`config.mk`:
```
export PLATFORM = sky130hd
export DESIGN_NAME = uart_frame_parser
export DESIGN_NICKNAME = d
export VERILOG_FILES = /design/src/rtl/uart_frame_parser_pkg.sv /design/src/rtl/uart_frame_parser.sv
export SDC_FILE = /design/constraint.sdc
export NUM_CORES = 2
export LEC_CHECK = 0
export BUFFER_PORTS_ARGS = -buffer_cell sky130_fd_sc_hd__buf_2
export CORE_UTILIZATION = 26
export CTS_CLUSTER_SIZE = 28
export DETAILED_ROUTE_END_ITERATION = 16
export GPL_ROUTABILITY_DRIVEN = 1
export GPL_TIMING_DRIVEN = 0
export MAX_ROUTING_LAYER = met4
export PLACE_DENSITY_LB_ADDON = 0.1
export SETUP_SLACK_MARGIN = 0.5
export SLEW_MARGIN = 5
export SYNTH_ARGS = -nofsm -noshare
export SYNTH_HDL_FRONTEND = slang
export SYNTH_SLANG_ARGS = --single-unit
```
`constraint.sdc`:
```
create_clock -name sys_clk -period 2.95 [get_ports sys_clk]
set_input_delay 0.295 -clock sys_clk [delete_from_list [all_inputs] [get_ports sys_clk]]
set_output_delay 0.295 -clock sys_clk [all_outputs]
set_load 0.03 [all_outputs]
```
`src/rtl/uart_frame_parser_pkg.sv`:
```
// Shared encodings for the UART frame parser: FSM states, error codes and the frame delimiter.
package uart_frame_parser_pkg;

    typedef enum logic [3:0] {
        S0_HUNT    = 4'd0,
        S1_SOF2    = 4'd1,
        S2_PAYLOAD = 4'd2,
        S3_EOF2    = 4'd3,
        S4_DONE    = 4'd4,
        S5_DRAIN   = 4'd5
    } state_t;

    localparam logic [1:0] ERR_OVERFLOW = 2'd1;
    localparam logic [1:0] ERR_TIMEOUT  = 2'd2;
    localparam logic [1:0] ERR_BAD_SOF  = 2'd3;

    localparam logic [7:0] DELIM = 8'h26;

endpackage

```
`src/rtl/uart_frame_parser.sv`:
```
// Locates &&payload&& frames in the uart_rx byte stream and presents the stripped payload.
// state      | meaning
// S0_HUNT    | waiting for first '&'
// S1_SOF2    | expecting second '&'
// S2_PAYLOAD | collecting payload bytes
// S3_EOF2    | saw '&', deciding between end of frame and literal '&'
// S4_DONE    | publish shadow buffer, pulse frame_done
// S5_DRAIN   | after overflow, discard until '&&'
module uart_frame_parser
    import uart_frame_parser_pkg::*;
#(
    parameter int CLK_FREQ   = 50_000_000,
    parameter int MAX_LEN    = 64,
    parameter int TIMEOUT_US = 1000
) (
    input  logic                 sys_clk,
    input  logic                 sys_rst_n,
    input  logic [7:0]           rx_data,
    input  logic                 rx_vld,
    output logic [8*MAX_LEN-1:0] frame_data,
    output logic [7:0]           frame_len,
    output logic                 frame_done,
    output logic                 frame_err,
    output logic [1:0]           err_code
);

    localparam int          BUF_W       = 8 * MAX_LEN;
    localparam logic [31:0] TIMEOUT_CLK = 32'(CLK_FREQ / 1_000_000 * TIMEOUT_US - 1);

    state_t             state_q, state_d;
    logic [7:0]         len_q, len_d;
    logic [BUF_W-1:0]   shadow_q, shadow_d;
    logic               prev_amp_q, prev_amp_d;
    logic [31:0]        cnt_q, cnt_eff;
    logic               done_d, err_d;
    logic [1:0]         code_d;
    logic               is_amp, running, tmo_hit;

    function automatic logic [BUF_W-1:0] put_byte(input logic [BUF_W-1:0] buf_in,
                                                  input logic [7:0]       idx,
                                                  input logic [7:0]       val);
        logic [BUF_W-1:0] r;
        r = buf_in;
        for (int i = 0; i < MAX_LEN; i++) begin
            if (idx == 8'(i)) r[8*i +: 8] = val;
        end
        return r;
    endfunction

    assign is_amp  = (rx_data == DELIM);
    assign running = (state_q inside {S1_SOF2, S2_PAYLOAD, S3_EOF2, S5_DRAIN});
    // A byte arriving in the terminal cycle clears the count before it is compared.
    assign cnt_eff = rx_vld ? 32'd0 : cnt_q;
    assign tmo_hit = running && (cnt_eff == TIMEOUT_CLK);

    always_comb begin
        state_d    = state_q;
        len_d      = len_q;
        shadow_d   = shadow_q;
        prev_amp_d = prev_amp_q;
        done_d     = 1'b0;
        err_d      = 1'b0;
        code_d     = err_code;
        unique case (state_q)
            S0_HUNT: begin
                if (rx_vld && is_amp) state_d = S1_SOF2;
            end
            S1_SOF2: begin
                if (rx_vld) begin
                    if (is_amp) begin
                        state_d  = S2_PAYLOAD;
                        len_d    = 8'd0;
                        shadow_d = '0;
                    end else begin
                        err_d   = 1'b1;
                        code_d  = ERR_BAD_SOF;
                        state_d = S0_HUNT;
                    end
                end
            end
            S2_PAYLOAD: begin
                if (rx_vld) begin
                    if (is_amp) begin
                        state_d = S3_EOF2;
                    end else if (len_q == 8'(MAX_LEN)) begin
                        err_d      = 1'b1;
                        code_d     = ERR_OVERFLOW;
                        prev_amp_d = 1'b0;
                        state_d    = S5_DRAIN;
                    end else begin
                        shadow_d = put_byte(shadow_q, len_q, rx_data);
                        len_d    = len_q + 8'd1;
                    end
                end
            end
            S3_EOF2: begin
                if (rx_vld) begin
                    if (is_amp) begin
                        state_d = S4_DONE;
                    end else if (len_q > 8'(MAX_LEN - 2)) begin
                        err_d      = 1'b1;
                        code_d     = ERR_OVERFLOW;
                        prev_amp_d = 1'b0;
                        state_d    = S5_DRAIN;
                    end else begin
                        // The held '&' was a literal payload byte, not a closing delimiter.
                        shadow_d = put_byte(put_byte(shadow_q, len_q, DELIM), len_q + 8'd1, rx_data);
                        len_d    = len_q + 8'd2;
                        state_d  = S2_PAYLOAD;
                    end
                end
            end
            S4_DONE: begin
                done_d  = 1'b1;
                state_d = S0_HUNT;
            end
            S5_DRAIN: begin
                if (rx_vld) begin
                    if (is_amp && prev_amp_q) begin
                        prev_amp_d = 1'b0;
                        state_d    = S0_HUNT;
                    end else begin
                        prev_amp_d = is_amp;
                    end
                end
            end
            default: state_d = S0_HUNT;
        endcase
        if (tmo_hit) begin
            state_d = S0_HUNT;
            if (state_q != S5_DRAIN) begin
                err_d  = 1'b1;
                code_d = ERR_TIMEOUT;
            end
        end
    end

    always_ff @(posedge sys_clk or negedge sys_rst_n) begin
        if (!sys_rst_n) begin
            state_q    <= S0_HUNT;
            len_q      <= 8'd0;
            shadow_q   <= '0;
            prev_amp_q <= 1'b0;
            cnt_q      <= 32'd0;
            frame_data <= '0;
            frame_len  <= 8'd0;
            frame_done <= 1'b0;
            frame_err  <= 1'b0;
            err_code   <= 2'd0;
        end else begin
            state_q    <= state_d;
            len_q      <= len_d;
            shadow_q   <= shadow_d;
            prev_amp_q <= prev_amp_d;
            cnt_q      <= (running && !tmo_hit) ? cnt_eff + 32'd1 : 32'd0;
            frame_done <= done_d;
            frame_err  <= err_d;
            err_code   <= code_d;
            if (done_d) begin
                frame_data <= shadow_q;
                frame_len  <= len_q;
            end
        end
    end

endmodule

```
==> results <==
- The detailed placer's ending HPWL is 135000 um.
- Counting the buffers created by CTS gives 134.
- The fraction of met1 tracks used by global routing is 26.6%.
- The maximum number of buffers from clock root to sink is 3.
- The worst supply voltage drop on vdd is 0.514 mV.
- The element type at the critical path start is a flip-flop.
- After global routing the overflow that remains totals 0.
- The sequential standard cell area is 27000 um^2.
- The number of library cell types mapped by synthesis is 67.
- Max-cap violations in this run came to 0.
- The top achievable clock speed is 362 MHz.
- Dividing the detail-routed wire length by the instance count gives 28.2 um.
- The number of antenna violations at the first check in global routing is 9.
- The detailed router finished its first iteration with 1961 violations.
- Fill cells in the final layout number 17100.
- The full die area is 178000 um^2.
- The first detailed-routing pass took 5 iterations.
- The starting density of the core is 26.3%.
- The slowest stage of the critical path belongs to the cell sky130_fd_sc_hd__dfrtp_2.
- The layer with the highest usage is met2.
- The slew at the pin with the worst max-slew slack is 0.992 ns.
- The number of nets in the synthesized netlist is 3484.
- The routing usage on met2 is 34.3%.
- TritonCTS built the clock tree.
- In this run the worst setup path terminates at shadow_q[165].
- After layout, the minimum clock period comes to 2.76 ns.
- The cell area that synthesis handed to floorplanning was 45900 um^2.
- The number of nets in the layout is 4296.
- For this design the ratio of total power to cell area is 566 nW/um^2.
- The fraction of layout instances using a drive strength above 1 is 55.8%.
- The register area share after synthesis is 58.9%.
- The first-pass GRT wire length is 263000 um.
- A synthesized cell averages 13.2 um^2.
- Setup violations remaining at the end of the flow were counted as 0.
- The wire length after detailed routing is 189000 um.
- The final number of hold-violating endpoints came to 0.
- Entering global routing, the biggest net connects 145 pins.
- The startpoint of the most critical register-to-register path is len_q[1].
- At the later pin of the worst-skew pair, clock insertion delay measures 0.80 ns.
- The worst register-to-register path has a setup slack of 0.19 ns.
- The global routing usage on met3 is 4.31%.
- The H-tree was split into 4 levels.
- Compared with the post-synthesis result, the final layout area differs by 37.7%.
- The start point of the worst min-delay path is rx_vld.
- The core area is 175000 um^2.
- The warning count from the yosys run is 0.
- For the worst setup path, the data arrival time is 3.43 ns.
- The launching element of the worst setup path is len_q[1].
- For this run, the leading register cell type out of synthesis is sky130_fd_sc_hd__dfrtp_1.
- Input and output buffers added on the ports amount to 534.
- The worst min-delay path category is in2reg.
- In this run the clock root is driven by a sky130_fd_sc_hd__clkbuf_16.
- The total power after layout is 35700 uW.
- The final critical path takes up 93.5% of the cycle.
- Setup repair after global routing could not meet its margin everywhere.
- In the routed layout, each cell is associated on average with a via count of 4.80.
- The clock net sink count is 1080.
- The number of cells on the worst reg-to-reg path is 12.
- The synthesized design contains 0 enable-type register cells.
- The count of cells in the finished layout, fillers not included, comes to 6710.
- Clock-pin slew was measured on the worst setup and hold paths at 0.06 ns.
- Among the stages of the critical path, the cell type that occurs most often is sky130_fd_sc_hd__buf_16.
- The endpoint kind of the worst setup timing path is a flip-flop.
- The floorplan has 153 rows.
- The proportion of register bits with asynchronous set or reset after synthesis is 100%.
- Summing over every cut layer, the via total after detailed routing is 32200.
- The top fanout value on the critical path is 8.
- The leakage power figure is 0.0319 uW.
- The number of global-route vias before repair is 33300.
- In this run the critical register-to-register path is captured at shadow_q[165].
- The worst slew margin relative to its limit is 33.9%.
- The flow ran to the end, and the final reports show no timing, DRC or antenna violations.
- The floorplan die height is 422 um.
- The number of synthesized register bits is 1080.
- Global routing used 21.3% of the available tracks.
- The gate count after technology mapping is 3465.
- 535 I/O pins were placed.
- The setup path with the least slack is of type reg2reg.
- At the worst endpoint, the required time is 3.62 ns.
- The placed instances occupy a cell area of 52700 um^2.
- The floorplan step set the die width to 422 um.
- In the final layout, the multi-input gates occupy 22100 um^2.
- After detailed routing, the number of remaining DRC violations is 0.
- Walking the worst path, the cells encountered are buf_6, inv_6, ha_4, or3b_4, nor2b_4, o221ai_2, and2_4, buf_12, buf_16, buf_16, nand2_8, mux2_2.
- The cell count after placement is 6333.
- The worst clock skew is 0.0217 ns.
- The critical path's largest stage delay is 0.45 ns.
- The final-report max-slew violation count was 0.
- The congestion estimate from routability-driven global placement came to 0.920.
- The count of nets left with antenna violations once routing finished came out at 0.
- With fillers left out, the area of the finished cells amounts to 63200 um^2.
## flip-flops by register name, summed over array words and instances (netlist names)
register    count
shadow_q      512
len_q           8
frame_data    512
frame_err       1
frame_done      1
cnt_q          32
err_code        2
state_q         3
prev_amp_q      1
frame_len       8
## how the worst min path moves through the flow
stage,slack [ns],depth (start not counted),end
5_1_grt,0.15,5,cnt_q[6]
4_1_cts,0.05,5,cnt_q[6]
2_1_floorplan,-0.0006,0,cnt_q[0]
6_report,0.13,5,cnt_q[6]
3_3_place_gp,0.47,1,shadow_q[122]
3_5_place_dp,0.20,1,frame_data[356]
## what timing repair did
action	in CTS	in global routing
hold buffers	4	0
hold endpoints to repair	311	0
setup buffers	66	46
pin swaps	50	32
gates cloned	6	11
setup endpoints to repair	1078	1218
gates resized for setup	435	680
## worst max-delay path, delay by kind of cell, from the launching register on
family,cells,cell delay (ns)
multiplexers,1,0.34
buffers and inverters,5,0.69
adder cells (fa/ha/maj),1,0.12
flip-flops,1,0.45
AO/OA/AOI/OAI,1,0.13
AND/OR/NAND/NOR,4,0.87
## area by class of cell
class / count / share of cell area, %
Antenna cell: 7 / 0.0277
Buffer: 243 / 3.28
Clock buffer: 195 / 6.18
Clock inverter: 42 / 0.875
Inverter: 7 / 0.0555
Multi-Input combinational cell: 2135 / 34.9
Sequential cell: 1080 / 42.8
Tap cell: 2325 / 4.61
Timing Repair Buffer: 676 / 7.27
## through the flow
step | worst slack, ns | hold WS (ns) | setup TNS [ns] | utilization [%]
after floorplan | 0.429 | -0.000591 | 0 | -
after global placement | -26.65 | 0.474 | - | 30.0
after detailed placement | -0.829 | 0.196 | -393.56 | 30.2
after CTS | 0.268 | 0.0493 | 0 | 34.3
after global routing | 0.136 | 0.155 | 0 | 36.2
final | 0.191 | 0.135 | 0 | 36.2
## cell families after synthesis
group,after synthesis,synth area share [%]
multiplexers,961,23.6
AO/OA/AOI/OAI,596,8.15
flip-flops,1080,58.9
buffers and inverters,250,2.50
AND/OR/NAND/NOR,533,5.91
adder cells (fa/ha/maj),8,0.218
XOR/XNOR,37,0.739
## power breakdown
group / switching, uW / internal, uW / total [uW] / leakage (uW)
Sequential: 44.1 / 14900 / 14900 / 0.0151
Combinational: 2520 / 1540 / 4070 / 0.0146
Clock: 6900 / 9860 / 16800 / 0.00219
## cell usage after synthesis, types with 5 or more instances
library cell | count | area (um^2)
sky130_fd_sc_hd__dfrtp_1 | 1080 | 27000
sky130_fd_sc_hd__mux2_2 | 880 | 9910
sky130_fd_sc_hd__nor2_1 | 234 | 878
sky130_fd_sc_hd__o21ai_0 | 215 | 1080
sky130_fd_sc_hd__a21oi_1 | 187 | 936
sky130_fd_sc_hd__clkbuf_1 | 124 | 465
sky130_fd_sc_hd__buf_2 | 100 | 500
sky130_fd_sc_hd__nand2_1 | 82 | 308
sky130_fd_sc_hd__mux2_1 | 81 | 912
sky130_fd_sc_hd__a41oi_1 | 63 | 552
sky130_fd_sc_hd__nand3_1 | 61 | 305
sky130_fd_sc_hd__o221ai_1 | 42 | 368
sky130_fd_sc_hd__o21a_1 | 33 | 248
sky130_fd_sc_hd__nand2_4 | 32 | 360
sky130_fd_sc_hd__xor2_1 | 18 | 158
sky130_fd_sc_hd__o221ai_2 | 17 | 255
sky130_fd_sc_hd__xnor2_1 | 17 | 149
sky130_fd_sc_hd__nand4_1 | 14 | 87.6
sky130_fd_sc_hd__a31oi_1 | 13 | 81.3
sky130_fd_sc_hd__nor2b_1 | 13 | 81.3
sky130_fd_sc_hd__or2_2 | 11 | 68.8
sky130_fd_sc_hd__nand2_2 | 10 | 62.6
sky130_fd_sc_hd__nor3_1 | 10 | 50.1
sky130_fd_sc_hd__and2_1 | 9 | 56.3
sky130_fd_sc_hd__and3_1 | 8 | 50.1
sky130_fd_sc_hd__buf_6 | 8 | 90.1
sky130_fd_sc_hd__ha_1 | 8 | 100
sky130_fd_sc_hd__nand2b_1 | 8 | 50.1
sky130_fd_sc_hd__nor4_1 | 7 | 43.8
sky130_fd_sc_hd__buf_4 | 6 | 45.0
sky130_fd_sc_hd__inv_1 | 6 | 22.5
sky130_fd_sc_hd__buf_1 | 5 | 18.8
sky130_fd_sc_hd__nor2_2 | 5 | 31.3
## cells in the final DEF, fill, tap and decap left out, drive strengths merged, types with 62 or more instances in the layout
cell type,instances
buf,788
mux2,961
dfrtp,1080
nand3,62
o21ai,222
nor2,240
a41oi,63
clkbuf,323
a21oi,188
nand2,124
## metal layers
layer	part of all wire, %	vias to the layer above
met1	44	17000
met3	4.7	266
li1	-	14200
met4	3.6	0
met2	48	792
met5	0	-
(Power assumes the default switching activity.)
